[src/rtl/inst_split_unit_if.sv]
// Fetch-to-decode instruction handshake bundle for the store splitter.
// The slave modport is the splitter's view, the master modport is the surrounding pipeline's view.
interface inst_split_unit_if #(
   parameter int WIDTH_INST = 32
);
   logic                  in_valid;
   logic                  in_ready;
   logic [WIDTH_INST-1:0] inst_in;
   logic                  out_valid;
   logic                  out_ready;
   logic [WIDTH_INST-1:0] inst_out;
   logic                  out_is_pre;

   modport slave (
      input  in_valid, inst_in, out_ready,
      output in_ready, out_valid, inst_out, out_is_pre
   );

   modport master (
      output in_valid, inst_in, out_ready,
      input  in_ready, out_valid, inst_out, out_is_pre
   );
endinterface

[src/rtl/inst_split_unit.sv]
// Registered instruction splitter: SB/SH stores are issued as a pre-load LW to the same
// address followed by the original store, so the memory stage can do read-modify-write.
module inst_split_unit #(
   parameter int         WIDTH_INST  = 32,
   parameter logic [4:0] SCRATCH_REG = 5'd0,
   parameter bit         SPLIT_SB    = 1'b1,
   parameter bit         SPLIT_SH    = 1'b1,
   parameter int         CNT_W       = 16
) (
   input  logic             clk,
   input  logic             rst_n,
   input  logic             flush,
   inst_split_unit_if.slave bus,
   output logic [CNT_W-1:0] split_cnt
);

   typedef enum logic [1:0] {
      IDLE = 2'd0,
      PRE  = 2'd1,
      ORIG = 2'd2
   } state_t;

   state_t                state_q, state_d;
   logic [WIDTH_INST-1:0] inst_q,  inst_d;
   logic [WIDTH_INST-1:0] hold_q,  hold_d;
   logic                  pre_q,   pre_d;
   logic [CNT_W-1:0]      cnt_q,   cnt_d;

   logic                  split_hit;
   logic                  accept;
   logic [WIDTH_INST-1:0] preload;

   assign split_hit = (bus.inst_in[6:0] == 7'b0100011) &&
                      (((bus.inst_in[14:12] == 3'b000) && SPLIT_SB) ||
                       ((bus.inst_in[14:12] == 3'b001) && SPLIT_SH));

   // Same base register and unmodified store offset; the memory stage drops addr[1:0].
   assign preload = WIDTH_INST'({bus.inst_in[31:25], bus.inst_in[11:7], bus.inst_in[19:15],
                                 3'b010, SCRATCH_REG, 7'b0000011});

   assign bus.in_ready   = rst_n && !flush &&
                           ((state_q == IDLE) || ((state_q == ORIG) && bus.out_ready));
   assign accept         = bus.in_valid && bus.in_ready;
   assign bus.out_valid  = (state_q != IDLE);
   assign bus.inst_out   = inst_q;
   assign bus.out_is_pre = pre_q;
   assign split_cnt      = cnt_q;

   always_comb begin
      state_d = state_q;
      inst_d  = inst_q;
      hold_d  = hold_q;
      pre_d   = pre_q;
      cnt_d   = cnt_q;

      if (flush) begin
         state_d = IDLE;
         hold_d  = '0;
         pre_d   = 1'b0;
      end else if (accept) begin
         if (split_hit) begin
            state_d = PRE;
            inst_d  = preload;
            hold_d  = bus.inst_in;
            pre_d   = 1'b1;
         end else begin
            state_d = ORIG;
            inst_d  = bus.inst_in;
            pre_d   = 1'b0;
         end
      end else begin
         case (state_q)
            PRE: begin
               if (bus.out_ready) begin
                  state_d = ORIG;
                  inst_d  = hold_q;
                  pre_d   = 1'b0;
               end
            end
            ORIG: begin
               if (bus.out_ready) begin
                  state_d = IDLE;
                  pre_d   = 1'b0;
               end
            end
            IDLE:    state_d = IDLE;
            default: state_d = IDLE;
         endcase
      end

      // Saturating statistic; accept is already masked by flush.
      if (accept && split_hit && (cnt_q != {CNT_W{1'b1}})) begin
         cnt_d = cnt_q + CNT_W'(1);
      end
   end

   always_ff @(posedge clk) begin
      if (!rst_n) begin
         state_q <= IDLE;
         inst_q  <= '0;
         hold_q  <= '0;
         pre_q   <= 1'b0;
         cnt_q   <= '0;
      end else begin
         state_q <= state_d;
         inst_q  <= inst_d;
         hold_q  <= hold_d;
         pre_q   <= pre_d;
         cnt_q   <= cnt_d;
      end
   end

endmodule
[src/flat_wrapper.sv]
// flat-port wrapper written by rule: the top's interface ports become plain ports
module inst_split_unit_flat 
#(
   parameter int         WIDTH_INST  = 32,
   parameter logic [4:0] SCRATCH_REG = 5'd0,
   parameter bit         SPLIT_SB    = 1'b1,
   parameter bit         SPLIT_SH    = 1'b1,
   parameter int         CNT_W       = 16
)
  (clk, rst_n, flush, split_cnt, bus_in_valid, bus_inst_in, bus_out_ready, bus_in_ready, bus_out_valid, bus_inst_out, bus_out_is_pre);
  inst_split_unit_if #(.WIDTH_INST(WIDTH_INST)) bus_i ();
  input  logic clk;
  input  logic rst_n;
  input  logic flush;
  output logic [CNT_W-1:0] split_cnt;
  input wire logic [$bits(bus_i.in_valid)-1:0] bus_in_valid;
  input wire logic [$bits(bus_i.inst_in)-1:0] bus_inst_in;
  input wire logic [$bits(bus_i.out_ready)-1:0] bus_out_ready;
  output wire logic [$bits(bus_i.in_ready)-1:0] bus_in_ready;
  output wire logic [$bits(bus_i.out_valid)-1:0] bus_out_valid;
  output wire logic [$bits(bus_i.inst_out)-1:0] bus_inst_out;
  output wire logic [$bits(bus_i.out_is_pre)-1:0] bus_out_is_pre;
  assign bus_i.in_valid = bus_in_valid;
  assign bus_i.inst_in = bus_inst_in;
  assign bus_i.out_ready = bus_out_ready;
  assign bus_in_ready = bus_i.in_ready;
  assign bus_out_valid = bus_i.out_valid;
  assign bus_inst_out = bus_i.inst_out;
  assign bus_out_is_pre = bus_i.out_is_pre;
  inst_split_unit #(.WIDTH_INST(WIDTH_INST), .SCRATCH_REG(SCRATCH_REG), .SPLIT_SB(SPLIT_SB), .SPLIT_SH(SPLIT_SH), .CNT_W(CNT_W)) u_core (.clk(clk), .rst_n(rst_n), .flush(flush), .bus(bus_i), .split_cnt(split_cnt));
endmodule
[config.mk]
export PLATFORM = sky130hd
export DESIGN_NAME = inst_split_unit_flat
export DESIGN_NICKNAME = d
export VERILOG_FILES = /design/src/rtl/inst_split_unit_if.sv /design/src/rtl/inst_split_unit.sv /design/src/flat_wrapper.sv
export SDC_FILE = /design/constraint.sdc
export NUM_CORES = 1
export LEC_CHECK = 0
export ABC_AREA = 1
export CORE_MARGIN = 2
export CORE_UTILIZATION = 49
export DETAILED_ROUTE_END_ITERATION = 10
export PLACE_DENSITY = 0.78
export SLEW_MARGIN = 10
export SYNTH_ARGS = -nofsm -noshare
export SYNTH_HDL_FRONTEND = slang
export SYNTH_SLANG_ARGS = --single-unit
[constraint.sdc]
create_clock -name clk -period 2 [get_ports clk]
set_input_delay 0.4 -clock clk [delete_from_list [all_inputs] [get_ports clk]]
set_output_delay 0.4 -clock clk [all_outputs]
set_load 0.05 [all_outputs]
==> summary.txt <==
Hold WC Path Type - reg -> reg
CTS root buffer - clkbuf_8
Clock sink total - 83
Critical path required time - 1.60 ns
Final Cell Area - 5160 sq um
Final worst setup slack - 0.0568 ns
CTS tree - yes
GRT Residual Overflow - 0
DRC errors left - 0
Total Power - 3070 uW
Synthesized cell area - 3840 sq um
Sw Pwr - 757 uW
CP Cell Sequence - clkdlybuf4s50_1 -> inv_2 -> nor2_4 -> buf_4 -> nand2_1 -> inv_1 -> buf_12
H-tree depth - 3
GP Congestion - 0.926
Share of post-route cells with drive strength above 1 - 9.09%
Top delay family on crit path - buffers and inverters
Die X - 92.5 microns
# IOs - 88
Post-CTS setup buffers - 0
Logic pwr share - 9.6%
Clock Skew - 0.0102 ns
PD cells - 596 nW/um^2
Finished Core Util - 67.4%
Vias - 3964
Largest net degree at the start of global routing - 44
Antenna violations before repair - 0
Nets - 718
Die footprint - 8560 sq um
Clk_lat worst skew - 0.34 ns
Post-Synth XOR/XNOR Area - 1.82%
Cells after synthesis - 577
RSZ-0062 raised after global routing - true
Worst setup EP type - output port
Fin. Hold Viols - 0
Syn_nets - 618
CTS Buffer Depth - 2
Core ar. - 7650 sq um
Arrival time worst endpoint - 1.54 ns
Row count - 32
Number of DRC markers in iteration 0 - 242
Antenna fix cells - 0
Largest family of logic cells by synthesized area - simple AND/OR/NAND/NOR gates
Synth Area in Simple Gates - 36.0%
Clock-pin slew on the worst setup and hold paths - 0.09 ns
Sequential-to-total area share from yosys stat - 43.3%
Compound-cell area share of the yosys netlist - 10.8%
Slew at the pin closest to its max-slew limit - 0.517 ns
Final number of setup-violating endpoints - 0
Yosys reg bits - 83
Yosys warns - 0
Max-slew violation count - 0
Total CTS buffers - 9
Routed length per placed instance - 12.9 microns
Post-synthesis mux area share - 0%
Slowest-stage cell, CP - clkdlybuf4s50_1
# port buffers - 87
Total GRT Usage - 24.6%
Dpl ws - -0.0981 ns
Sw Share - 24.6%
Status - finished, final reports clean
Final period utilization - 97.2%
CP startpoint kind - input pin
Drt total wl - 10200 microns
Dpl cell area - 4970 sq um
DP Wirelength - 7360 microns
TritonRoute pass-1 iters - 5
CP bufs+invs - 5
Crit-path max cell delay - 0.53 ns
Crit Path Category - in -> out
Max frequency - 0.515 GHz
# resized after CTS - 8
Layout area overhead - 34.3%
Max IR drop VDD - 0.408 mV
Chip height - 92.5 microns
Sequential Power Share - 54.2%
Maxcap violations - 0
Initial Util - 50.2%
Worst-path fanout max - 3
Synth Area per Inst - 6.65 sq um
Leakage power - 0.00215 uW
Clock share of power - 36.2%
Adder-cell share of the synthesized area - 1.30%
Post-route ant nets - 0
Hold buffer count at CTS - 0
Clock period minus worst slack - 1.94 ns
Vias/cell - 5.06
Internal power - 2320 uW
First-pass GRT wire length - 17000 microns
Worst rel slew slack - 65.5%
Vias in the first global route - 3716
Post-synth cell types - 22
-- layout by cell type, fill, tap and decap left out, drive strengths merged, types with 6 or more instances in the layout --
cell           Yosys  routed
nand2            202     202
a21oi             40      40
buf               14      34
nor3               6       6
inv               34      34
nor2             107     107
dlygate4sd2        0       7
nand3             26      26
clkdlybuf4s50      0      70
dfxtp             83      83
o21bai            12      12
clkbuf            12      13
o21ai             25      25
-- state kept, by name, indices dropped and copies added, names as in the netlist --
signal                 cells
u_core.bus.inst_out       32
u_core.hold_q             32
u_core.bus.out_is_pre      1
u_core.state_q             2
u_core.split_cnt          16
-- Yosys cell counts (all sizes together) --
cell type / n / area, sq um
inv: 34 / 128
nand3: 26 / 143
dfxtp: 83 / 1660
nand2: 202 / 761
nand4: 3 / 18.8
nor2: 107 / 432
clkbuf: 12 / 45.0
buf: 14 / 82.6
ha: 4 / 50.1
o21bai: 12 / 90.1
a21oi: 40 / 200
clkinv: 1 / 3.75
xnor2: 4 / 35.0
nor3: 6 / 30.0
xor2: 4 / 35.0
o21ai: 25 / 125
-- layer usage --
metal	routed length [microns]	share of wire, %	vias up	GRT usage [%]
met5	0	0	-	0
met3	570	5.6	14	3.34
met1	4490	44	1827	30.9
li1	-	-	2009	-
met2	4910	48	114	42.8
met4	182	1.8	0	9.20
-- per-stage QoR --
stage,std cells,hold WS [ns],setup TNS (ns)
after detailed placement,768,0.433,-3.90
after CTS,784,0.446,0
after global placement,768,0.426,-2.00
after floorplan,577,0.418,0
after global routing,784,0.474,-0.0366
final,784,0.450,0
-- logic make-up (layout without fill, tap and decap cells) --
| family | count (synthesis) | after routing |
|---|---|---|
| XOR/XNOR | 8 | 8 |
| flip-flops | 83 | 83 |
| AO/OA/AOI/OAI | 77 | 77 |
| AND/OR/NAND/NOR | 344 | 344 |
| buffers and inverters | 61 | 166 |
| adder cells (fa/ha/maj) | 4 | 4 |
-- final timing paths --
kind                                     from                                to  slack, ns  depth (start not counted)
max reg2reg  u_core.split_cnt[0]$_SDFFE_PN0P_  u_core.split_cnt[8]$_SDFFE_PN0P_       0.22                         10
max                                     rst_n                      bus_in_ready       0.06                          7
min             u_core.hold_q[6]$_SDFFE_PP0P_     u_core.hold_q[6]$_SDFFE_PP0P_       0.45                          2
min reg2reg     u_core.hold_q[6]$_SDFFE_PP0P_     u_core.hold_q[6]$_SDFFE_PP0P_       0.45                          2
-- final cells by class --
type	count	area, sq um
multi-input cells	433	1920
fillers	665	2490
clock buffers	13	159
inverters	35	131
clock inverters	3	22.5
well taps	102	128
flip-flops and latches	83	1670
repair buffers	115	1130
-- power groups by stage --
stage / Combinational [uW] / Clock [uW] / Sequential [uW]
after global placement: 287 / 0 / 1700
after floorplan: 105 / 0 / 1730
after detailed placement: 292 / 0 / 1700
final: 294 / 1110 / 1660
after global routing: 315 / 1230 / 1670
after CTS: 294 / 1130 / 1660
-- worst reg2reg max path: stages (launching register included) --
cell	delay, ns
dfxtp_2	0.41
ha_1	0.26
inv_1	0.06
nor2_1	0.17
nand2_1	0.13
nor2_1	0.14
nand2_1	0.06
nand2_1	0.12
buf_4	0.16
nand2_1	0.05
a21oi_1	0.15
(Power assumes the default switching activity.)
